## src/rtl/regfile_sb_pkg.sv

```systemverilog
// regfile_sb_pkg -- shared constants and write-port priority for regfile_sb.
//   D_WIDTH_DEF / A_WIDTH_DEF : default word and address widths
//   wsel_e / wsel()           : which write-back port owns a word this cycle
//                               (port 1 beats port 0 beats stored value)
package regfile_sb_pkg;

  localparam int D_WIDTH_DEF = 8;
  localparam int A_WIDTH_DEF = 4;

  typedef enum logic [1:0] {
    WSEL_NONE = 2'd0,
    WSEL_WR0  = 2'd1,
    WSEL_WR1  = 2'd2
  } wsel_e;

  function automatic wsel_e wsel(input logic hit0, input logic hit1);
    if (hit1) return WSEL_WR1;
    if (hit0) return WSEL_WR0;
    return WSEL_NONE;
  endfunction

endpackage

```

## src/rtl/regfile_sb_scoreboard.sv

```systemverilog
// regfile_sb_scoreboard -- busy bits, issue handshake and busy counter.
//   clk, clr        : clock, synchronous active-low reset
//   wrN_en/wrN_addr : write-backs; retire the addressed word if busy
//   iss_en/iss_addr : reserve a destination word
//   iss_ack         : reservation accepted (combinational, from registered busy)
//   busy            : registered busy vector, one bit per word
//   busy_cnt        : registered number of busy words
module regfile_sb_scoreboard
  import regfile_sb_pkg::*;
#(
  parameter int A_WIDTH  = A_WIDTH_DEF,
  parameter int ZERO_REG = 0
) (
  input  logic                    clk,
  input  logic                    clr,
  input  logic                    wr0_en,
  input  logic [A_WIDTH-1:0]      wr0_addr,
  input  logic                    wr1_en,
  input  logic [A_WIDTH-1:0]      wr1_addr,
  input  logic                    iss_en,
  input  logic [A_WIDTH-1:0]      iss_addr,
  output logic                    iss_ack,
  output logic [(2**A_WIDTH)-1:0] busy,
  output logic [A_WIDTH:0]        busy_cnt
);

  localparam int DEPTH = 2**A_WIDTH;
  localparam int CW    = A_WIDTH + 1;

  logic             set_en, clr0, clr1;
  logic [DEPTH-1:0] set_vec, clr_vec;

  always_comb begin
    iss_ack = iss_en && !busy[iss_addr];
    // word 0 as a constant register acks but never becomes busy
    set_en  = iss_ack && !(ZERO_REG != 0 && iss_addr == '0);
    // Only already-busy words retire; a word being reserved is not busy, so
    // a same-cycle write to it cannot clear the new reservation.
    clr0    = wr0_en && busy[wr0_addr];
    // both ports retiring the same word count once
    clr1    = wr1_en && busy[wr1_addr] && !(wr0_en && wr0_addr == wr1_addr);
    set_vec = '0;
    clr_vec = '0;
    if (set_en) set_vec[iss_addr] = 1'b1;
    if (clr0)   clr_vec[wr0_addr] = 1'b1;
    if (clr1)   clr_vec[wr1_addr] = 1'b1;
  end

  // The counter tracks the popcount of busy exactly, so it stays in 0..DEPTH.
  always_ff @(posedge clk) begin
    if (!clr) begin
      busy     <= '0;
      busy_cnt <= '0;
    end else begin
      busy     <= (busy & ~clr_vec) | set_vec;
      busy_cnt <= busy_cnt + CW'(set_en) - CW'(clr0) - CW'(clr1);
    end
  end

endmodule

```

## src/rtl/regfile_sb.sv

```systemverilog
// regfile_sb -- 2-read / 2-write register file with a per-word busy scoreboard.
//   clk, clr            : clock, synchronous active-low reset
//   rdN_addr/rdN_data   : combinational read ports
//   rdN_ready           : addressed word not reserved
//   wrN_en/addr/data    : write-back ports (port 1 wins on collision)
//   iss_en/iss_addr     : destination reservation request
//   iss_ack             : reservation accepted this cycle
//   busy_cnt            : number of reserved words (registered)
// Build option: define REGFILE_SB_BYPASS_EN to forward same-cycle write data
// (and ready=1) to a matching read port.
module regfile_sb
  import regfile_sb_pkg::*;
#(
  parameter int D_WIDTH  = D_WIDTH_DEF,
  parameter int A_WIDTH  = A_WIDTH_DEF,
  parameter int ZERO_REG = 0
) (
  input  logic               clk,
  input  logic               clr,
  input  logic [A_WIDTH-1:0] rd0_addr,
  input  logic [A_WIDTH-1:0] rd1_addr,
  output logic [D_WIDTH-1:0] rd0_data,
  output logic [D_WIDTH-1:0] rd1_data,
  output logic               rd0_ready,
  output logic               rd1_ready,
  input  logic               wr0_en,
  input  logic               wr1_en,
  input  logic [A_WIDTH-1:0] wr0_addr,
  input  logic [A_WIDTH-1:0] wr1_addr,
  input  logic [D_WIDTH-1:0] wr0_data,
  input  logic [D_WIDTH-1:0] wr1_data,
  input  logic               iss_en,
  input  logic [A_WIDTH-1:0] iss_addr,
  output logic               iss_ack,
  output logic [A_WIDTH:0]   busy_cnt
);

  localparam int DEPTH = 2**A_WIDTH;

  logic [DEPTH-1:0]   busy;
  logic [D_WIDTH-1:0] mem [DEPTH];
  logic [DEPTH-1:0]   hit0, hit1;

  regfile_sb_scoreboard #(
    .A_WIDTH  (A_WIDTH),
    .ZERO_REG (ZERO_REG)
  ) u_sb (
    .clk      (clk),
    .clr      (clr),
    .wr0_en   (wr0_en),
    .wr0_addr (wr0_addr),
    .wr1_en   (wr1_en),
    .wr1_addr (wr1_addr),
    .iss_en   (iss_en),
    .iss_addr (iss_addr),
    .iss_ack  (iss_ack),
    .busy     (busy),
    .busy_cnt (busy_cnt)
  );

  // One-hot write decode per port; word 0 is excluded when it is a constant.
  always_comb begin
    for (int w = 0; w < DEPTH; w++) begin
      hit0[w] = wr0_en && wr0_addr == A_WIDTH'(w) && !(ZERO_REG != 0 && w == 0);
      hit1[w] = wr1_en && wr1_addr == A_WIDTH'(w) && !(ZERO_REG != 0 && w == 0);
    end
  end

  always_ff @(posedge clk) begin
    for (int w = 0; w < DEPTH; w++) begin
      if (!clr) mem[w] <= '0;
      else begin
        unique case (wsel(hit0[w], hit1[w]))
          WSEL_WR1: mem[w] <= wr1_data;
          WSEL_WR0: mem[w] <= wr0_data;
          default:  ;
        endcase
      end
    end
  end

  // Read ports handled as a lane array
  logic [A_WIDTH-1:0] ra [2];
  logic [D_WIDTH-1:0] rd [2];
  logic               rr [2];

  assign ra[0]     = rd0_addr;
  assign ra[1]     = rd1_addr;
  assign rd0_data  = rd[0];
  assign rd1_data  = rd[1];
  assign rd0_ready = rr[0];
  assign rd1_ready = rr[1];

  for (genvar p = 0; p < 2; p++) begin : g_rd
    always_comb begin
      rd[p] = mem[ra[p]];
      rr[p] = !busy[ra[p]];
      if (ZERO_REG != 0 && ra[p] == '0) begin
        rd[p] = '0;
        rr[p] = 1'b1;
      end
`ifdef REGFILE_SB_BYPASS_EN
      // A write that reset is about to squash must not be forwarded.
      if (clr) begin
        unique case (wsel(hit0[ra[p]], hit1[ra[p]]))
          WSEL_WR1: begin rd[p] = wr1_data; rr[p] = 1'b1; end
          WSEL_WR0: begin rd[p] = wr0_data; rr[p] = 1'b1; end
          default:  ;
        endcase
      end
`endif
    end
  end

endmodule

```

## config.mk

```make
export PLATFORM = sky130hd
export DESIGN_NAME = regfile_sb
export DESIGN_NICKNAME = d
export VERILOG_FILES = /design/src/rtl/regfile_sb_pkg.sv /design/src/rtl/regfile_sb_scoreboard.sv /design/src/rtl/regfile_sb.sv
export SDC_FILE = /design/constraint.sdc
export NUM_CORES = 1
export LEC_CHECK = 0
export BUFFER_PORTS_ARGS = -buffer_cell sky130_fd_sc_hd__buf_4
export CAP_MARGIN = 15
export CELL_PAD_IN_SITES_DETAIL_PLACEMENT = 1
export CELL_PAD_IN_SITES_GLOBAL_PLACEMENT = 2
export CORE_AREA = 10 10 112 214
export DETAILED_ROUTE_END_ITERATION = 16
export DIE_AREA = 0 0 122 224
export PLACE_DENSITY = 0.95
export REMOVE_ABC_BUFFERS = 1
export SYNTH_ARGS = -nofsm -noshare
export SYNTH_HDL_FRONTEND = slang
export SYNTH_SLANG_ARGS = --single-unit
```

## constraint.sdc

```tcl
create_clock -name clk -period 8.33 [get_ports clk]
set_input_delay 2.499 -clock clk [delete_from_list [all_inputs] [get_ports clk]]
set_output_delay 2.499 -clock clk [all_outputs]
set_load 0.01 [all_outputs]
```

# After elaboration in Yosys (flattened, before gate mapping)
# Memories as Yosys holds them, arrays and structs flattened.
# Cells that the tools add are included.
# Widths: inputs -> output; s select.
# totals
output_inout_bits	24
wordCells	467
memories	1
ram_bits	128
register_bits	21
input_bits	41
# memory_table
name	words	width	rd	rd_clocked_by_memory_dff	wr	line_no	text
mem	16	8	2	0	16	regfile_sb.sv:41	logic [D_WIDTH-1:0] mem [DEPTH];
# classes
addsub	3
n_lt_le_gt_ge	8
bitwise_logic	36
reduce_logical	46
n_eq_ne	63
n_mux	308
# op_table
op	n
$mux 8	32
$mux 1	185
$mux 2	80
$eq 4x4->1 const B	16
$mux 16	3
$logic_and 1x1->1	40
$eq 2x1->1 const B	16
$eq 2x2->1 const B	16
$eq 4x3->1 const B	8
$or 1x1->1	32
$or 16x16->16	2
$lt 4x5->1 const B	5
$bmux 1 s4	5
$and 16x16->16	1
$eq 4x2->1 const B	4
$not 16->16	1
$demux 1 s4	3
$ge 4x1->1 const B	3
$sub 5x1->5	2
$eq 4x1->1 const B	2
$logic_not 4->1	2
$add 5x1->5	1
$eq 4x4->1	1
$logic_not 1->1	4

# Depth between registers and ports, before layout
# logic_depth
ltp_word	15
depth_mapped	14
mapped_depth_nobuf	12

# Modules after synthesis
# A second synthesis with hierarchy kept.
# unflattened
cells_unflattened	749
hier_area_um2	9928.3
# modules_own_cells
module	cells_each	seq_area_each_um2	area_each_um2	instances
regfile_sb	587	3843.7	8165.3	1
regfile_sb_scoreboard	162	420.4	1762.9	1

# Worst setup path before layout
# OpenSTA, ideal clock, no wires.
# synth_path
kind	input-to-output
start	input port rd0_addr[1]
end	output port rd0_data[3]
t_arrival_ps	3896
required_ps	5831
n_path_buf	2
path_slack_ps	1935
cell_stages	4
path_cell_list	clkbuf_1 > buf_1 > mux4_2 > mux4_2
# synth_between
elab_chain_cells	1
# synth_rtl
element	line_no	text
from (decl)	regfile_sb.sv:20	input logic [A_WIDTH-1:0] rd0_addr,
$mem_v2 16x8	n/a	
to (decl)	regfile_sb.sv:22	output logic [D_WIDTH-1:0] rd0_data,
# Every way passes these cells.

# Final worst setup path
# layout_path
start	input port rd1_addr[0]
end	output port rd1_data[4]
# layout_between
elab_chain_cells	1
# layout_rtl
element	line_no	text
from (decl)	regfile_sb.sv:21	input logic [A_WIDTH-1:0] rd1_addr,
$mem_v2 16x8	n/a	
to (decl)	regfile_sb.sv:23	output logic [D_WIDTH-1:0] rd1_data,
# Every way passes these cells.

==> results.sh <==
export IMPL_outcome="complete, no violations"
export IMPL_antenna_left=0
export IMPL_start_util=0.471
export IMPL_antenna_found_initial=0
export IMPL_numPortBuffers=64
export IMPL_io_pins=65
export IMPL_wl_met1_um=10800
export IMPL_routedWlPerCell_um=36.3
export IMPL_crit_chain="buf_4, mux4_1, mux4_2, buf_4"
export IMPL_drive_gt1_frac=0.187
export IMPL_grt_max_degree=61
export IMPL_final_util=0.517
export IMPL_rrSetupSlack_ns=5.11
export IMPL_cp_max_fo=36
export IMPL_powerDensity_nw_per_um2=187
export IMPL_drcViolationCount=0
export IMPL_fin_crit_ns=6.98
export IMPL_whs_endpoint="u_sb.busy[9]"
export IMPL_insertion_delay_ns=0.45
export IMPL_arrival_ns=4.48
export IMPL_syn_inst=683
export IMPL_grt_pass1_vias=7458
export IMPL_cts_tree="yes"
export IMPL_dpl_instance_area_um2=10000
export IMPL_syn_avg_cell_area_um2=14.1
export IMPL_finalHoldViolations=0
export IMPL_dpl_hpwl_um=25900
export IMPL_min_period_over_period=0.837
export IMPL_synth_cell_types=47
export IMPL_synthFlopType="edfxtp_1"
export IMPL_viasPerCell=7.37
export IMPL_whs_path_depth=2
export IMPL_drv_slew=0
export IMPL_synth_warnings=0
export IMPL_vias=7045
export IMPL_setup_viol_count_final=0
export IMPL_grtUsageTotal=0.255
export IMPL_wl_um=34700
export IMPL_fillCellCount=1999
export IMPL_reg2reg_to="u_sb.busy_cnt[3]"
export IMPL_critPathTopFamily="multiplexers"
export IMPL_worstHoldStart="u_sb.busy[9]"
export IMPL_top_layer_used="met4"
export IMPL_worstRegToRegCells=12
export IMPL_gp_congestion=0.914
export IMPL_cp_end_kind="primary output"
export IMPL_rsz0062_at_grt="false"
export IMPL_path_buf_inv=2
export IMPL_r2r_start="u_sb.busy[14]"
export IMPL_die_height_um=224
export IMPL_cpMostUsedCell="buf_4"
export IMPL_routed_wl_met2_um=18600
export IMPL_critical_path_class="input pin to primary output"
export IMPL_cts_sinks=149
export IMPL_post_cts_resized=0
export IMPL_fmax_mhz=143
export IMPL_die_w_um=122
export IMPL_setup_ws_ns=1.35
export IMPL_grt_overflow=0
export IMPL_yosysSeqAreaShare=0.443
export IMPL_tns_ns=0
export IMPL_critPathSlowestCell="mux4_1"
export IMPL_cts_buffers=17
export IMPL_hp_class="flop to flop"
export IMPL_slew_headroom=0.442
export IMPL_cap_viol_max_count=0
export IMPL_async_reset_ff_frac=0
export IMPL_synth_edf_count=128
export IMPL_clockBufferDepth=2
export IMPL_vdd_drop_max_v=0.000178
export IMPL_n_antenna_cell=0
export IMPL_nets=725
export IMPL_fp_dieArea_um2=27300
export IMPL_leakagePower_uw=0.00392
export IMPL_fin_worst_skew_ns=0.00836
export IMPL_stdcell_area_um2=10600
export IMPL_start_kind="input pin"
export IMPL_synth_area_um2=9640
export IMPL_multi_input_area_um2=4900
export IMPL_synth_seq_cells=149
export IMPL_cts_hold_buf=0
export IMPL_ff_latch_area_um2=4260
export IMPL_pre_cts_ws_ns=1.38
export IMPL_tightest_slew_ns=0.834
export IMPL_postCtsSetupBuffers=0
export IMPL_rows=74
export IMPL_cts_clk_slew_worst_paths_ns=0.06
export IMPL_met3_length_um=2290
export IMPL_crit_required_ns=5.83
export IMPL_area_growth_synth_to_final_pct=9.71
export IMPL_core_um2=20500
export IMPL_cp_slowest_stage_delay_ns=0.77
export IMPL_grt_pass1_wl_um=50300
export IMPL_drtPass1Iterations=5
export IMPL_clockRootBuffer="clkbuf_16"
export IMPL_htreeDepth=4
export IMPL_drt_iter0_drc=728
[synth_stat cells, drive strengths merged, types with 4 or more instances]
cell type    n  area [um^2]
nor2        36          135
buf         45          256
mux2i       20          200
o211ai      12         90.1
xnor2        4         35.0
nand2b       4         25.0
nor3         4         25.0
nand3b      20          150
inv         13         48.8
dfxtp       21          420
a22o       128         1120
nand2       28          105
clkbuf      44          165
ha           5         62.6
mux4        96         2400
and2        19          119
edfxtp     128         3840
nand3        9         45.0
o22ai       15         93.8
[how the worst max path moves through the flow]
stage          slack [ns]  depth (start not counted)         from           to
5_1_grt              1.33                          4  rd1_addr[0]  rd1_data[4]
3_3_place_gp         1.42                          4  rd1_addr[0]  rd1_data[4]
3_5_place_dp         1.38                          4  rd1_addr[0]  rd1_data[4]
4_1_cts              1.38                          4  rd1_addr[0]  rd1_data[4]
2_1_floorplan        2.26                          3  rd0_addr[0]    rd0_ready
6_report             1.35                          4  rd1_addr[0]  rd1_data[4]
[final cells by class]
cell class | instances | share of cell area
sequential | 149 | 0.403
timing repair buffer | 64 | 0.0454
clock inverter | 15 | 0.0112
multi-input combinational | 432 | 0.464
inverter | 13 | 0.00462
tap | 266 | 0.0315
clock buffer | 17 | 0.0402
[per-stage QoR]
| step | std cells | hold WS (ns) | power [uW] |
|---|---|---|---|
| final | 956 | 0.603 | 1980 |
| after global routing | 956 | 0.619 | 2030 |
| after CTS | 956 | 0.597 | 1980 |
| after detailed placement | 924 | 0.588 | 1260 |
| after global placement | 924 | 0.561 | 1240 |
| after floorplan | 594 | 0.521 | 1070 |
[state kept, by name, summed over array words and instances, names as in the netlist]
name           cells
mem              128
u_sb.busy         16
u_sb.busy_cnt      5
[worst reg2reg max path, stage by stage (launching register included)]
cell and delay [ns]:
dfxtp_1 0.53, mux2i_1 0.14, mux4_2 0.48, mux2i_1 0.18, and3_1 0.21, fa_1 0.42
inv_1 0.08, ha_1 0.16, ha_1 0.18, inv_1 0.07, fa_1 0.40, xnor2_1 0.14
and2_1 0.15
[cells by family (layout without fill, tap and decap cells)]
logic type | Yosys count | count (layout) | share of synthesized area
AO/OA/AOI/OAI | 166 | 166 | 0.145
flip-flops | 149 | 149 | 0.443
AND/OR/NAND/NOR | 135 | 135 | 0.0749
multiplexers | 117 | 117 | 0.271
buffers and inverters | 102 | 109 | 0.0488
adder cells (fa/ha/maj) | 7 | 7 | 0.0106
XOR/XNOR | 7 | 7 | 0.00636
[power by group]
part	leakage (uW)	internal (uW)	switching, uW	total (uW)
clock	0.000260	386	343	729
sequential	0.00140	865	45.0	910
combinational	0.00226	155	183	338
total	0.00392	1410	571	1980
[metal layers]
| metal | vias to the layer above | global-route usage |
|---|---|---|
| li1 | 2865 | - |
| met1 | 3565 | 0.248 |
| met2 | 469 | 0.461 |
| met3 | 146 | 0.0459 |
| met4 | 0 | 0.189 |
| met5 | - | 0 |
[cell usage in the layout (no fill, tap or decap), drive strengths merged, types with 2 or more instances in the layout]
cell and instances:
a22o 128, edfxtp 128, mux4 96, buf 64, nor2 36, nand2 28, dfxtp 21, mux2i 20
nand3b 20, inv 20, and2 19, clkbuf 17, o22ai 15, o211ai 12, nand3 9, ha 5
clkinv 5, xnor2 4, nand2b 4, nor3 4, xor2 3, and3 3, nor2b 3, o311ai 3
clkinvlp 3, and4b 2, fa 2
Note: power is estimated with default switching activity, not from simulation.
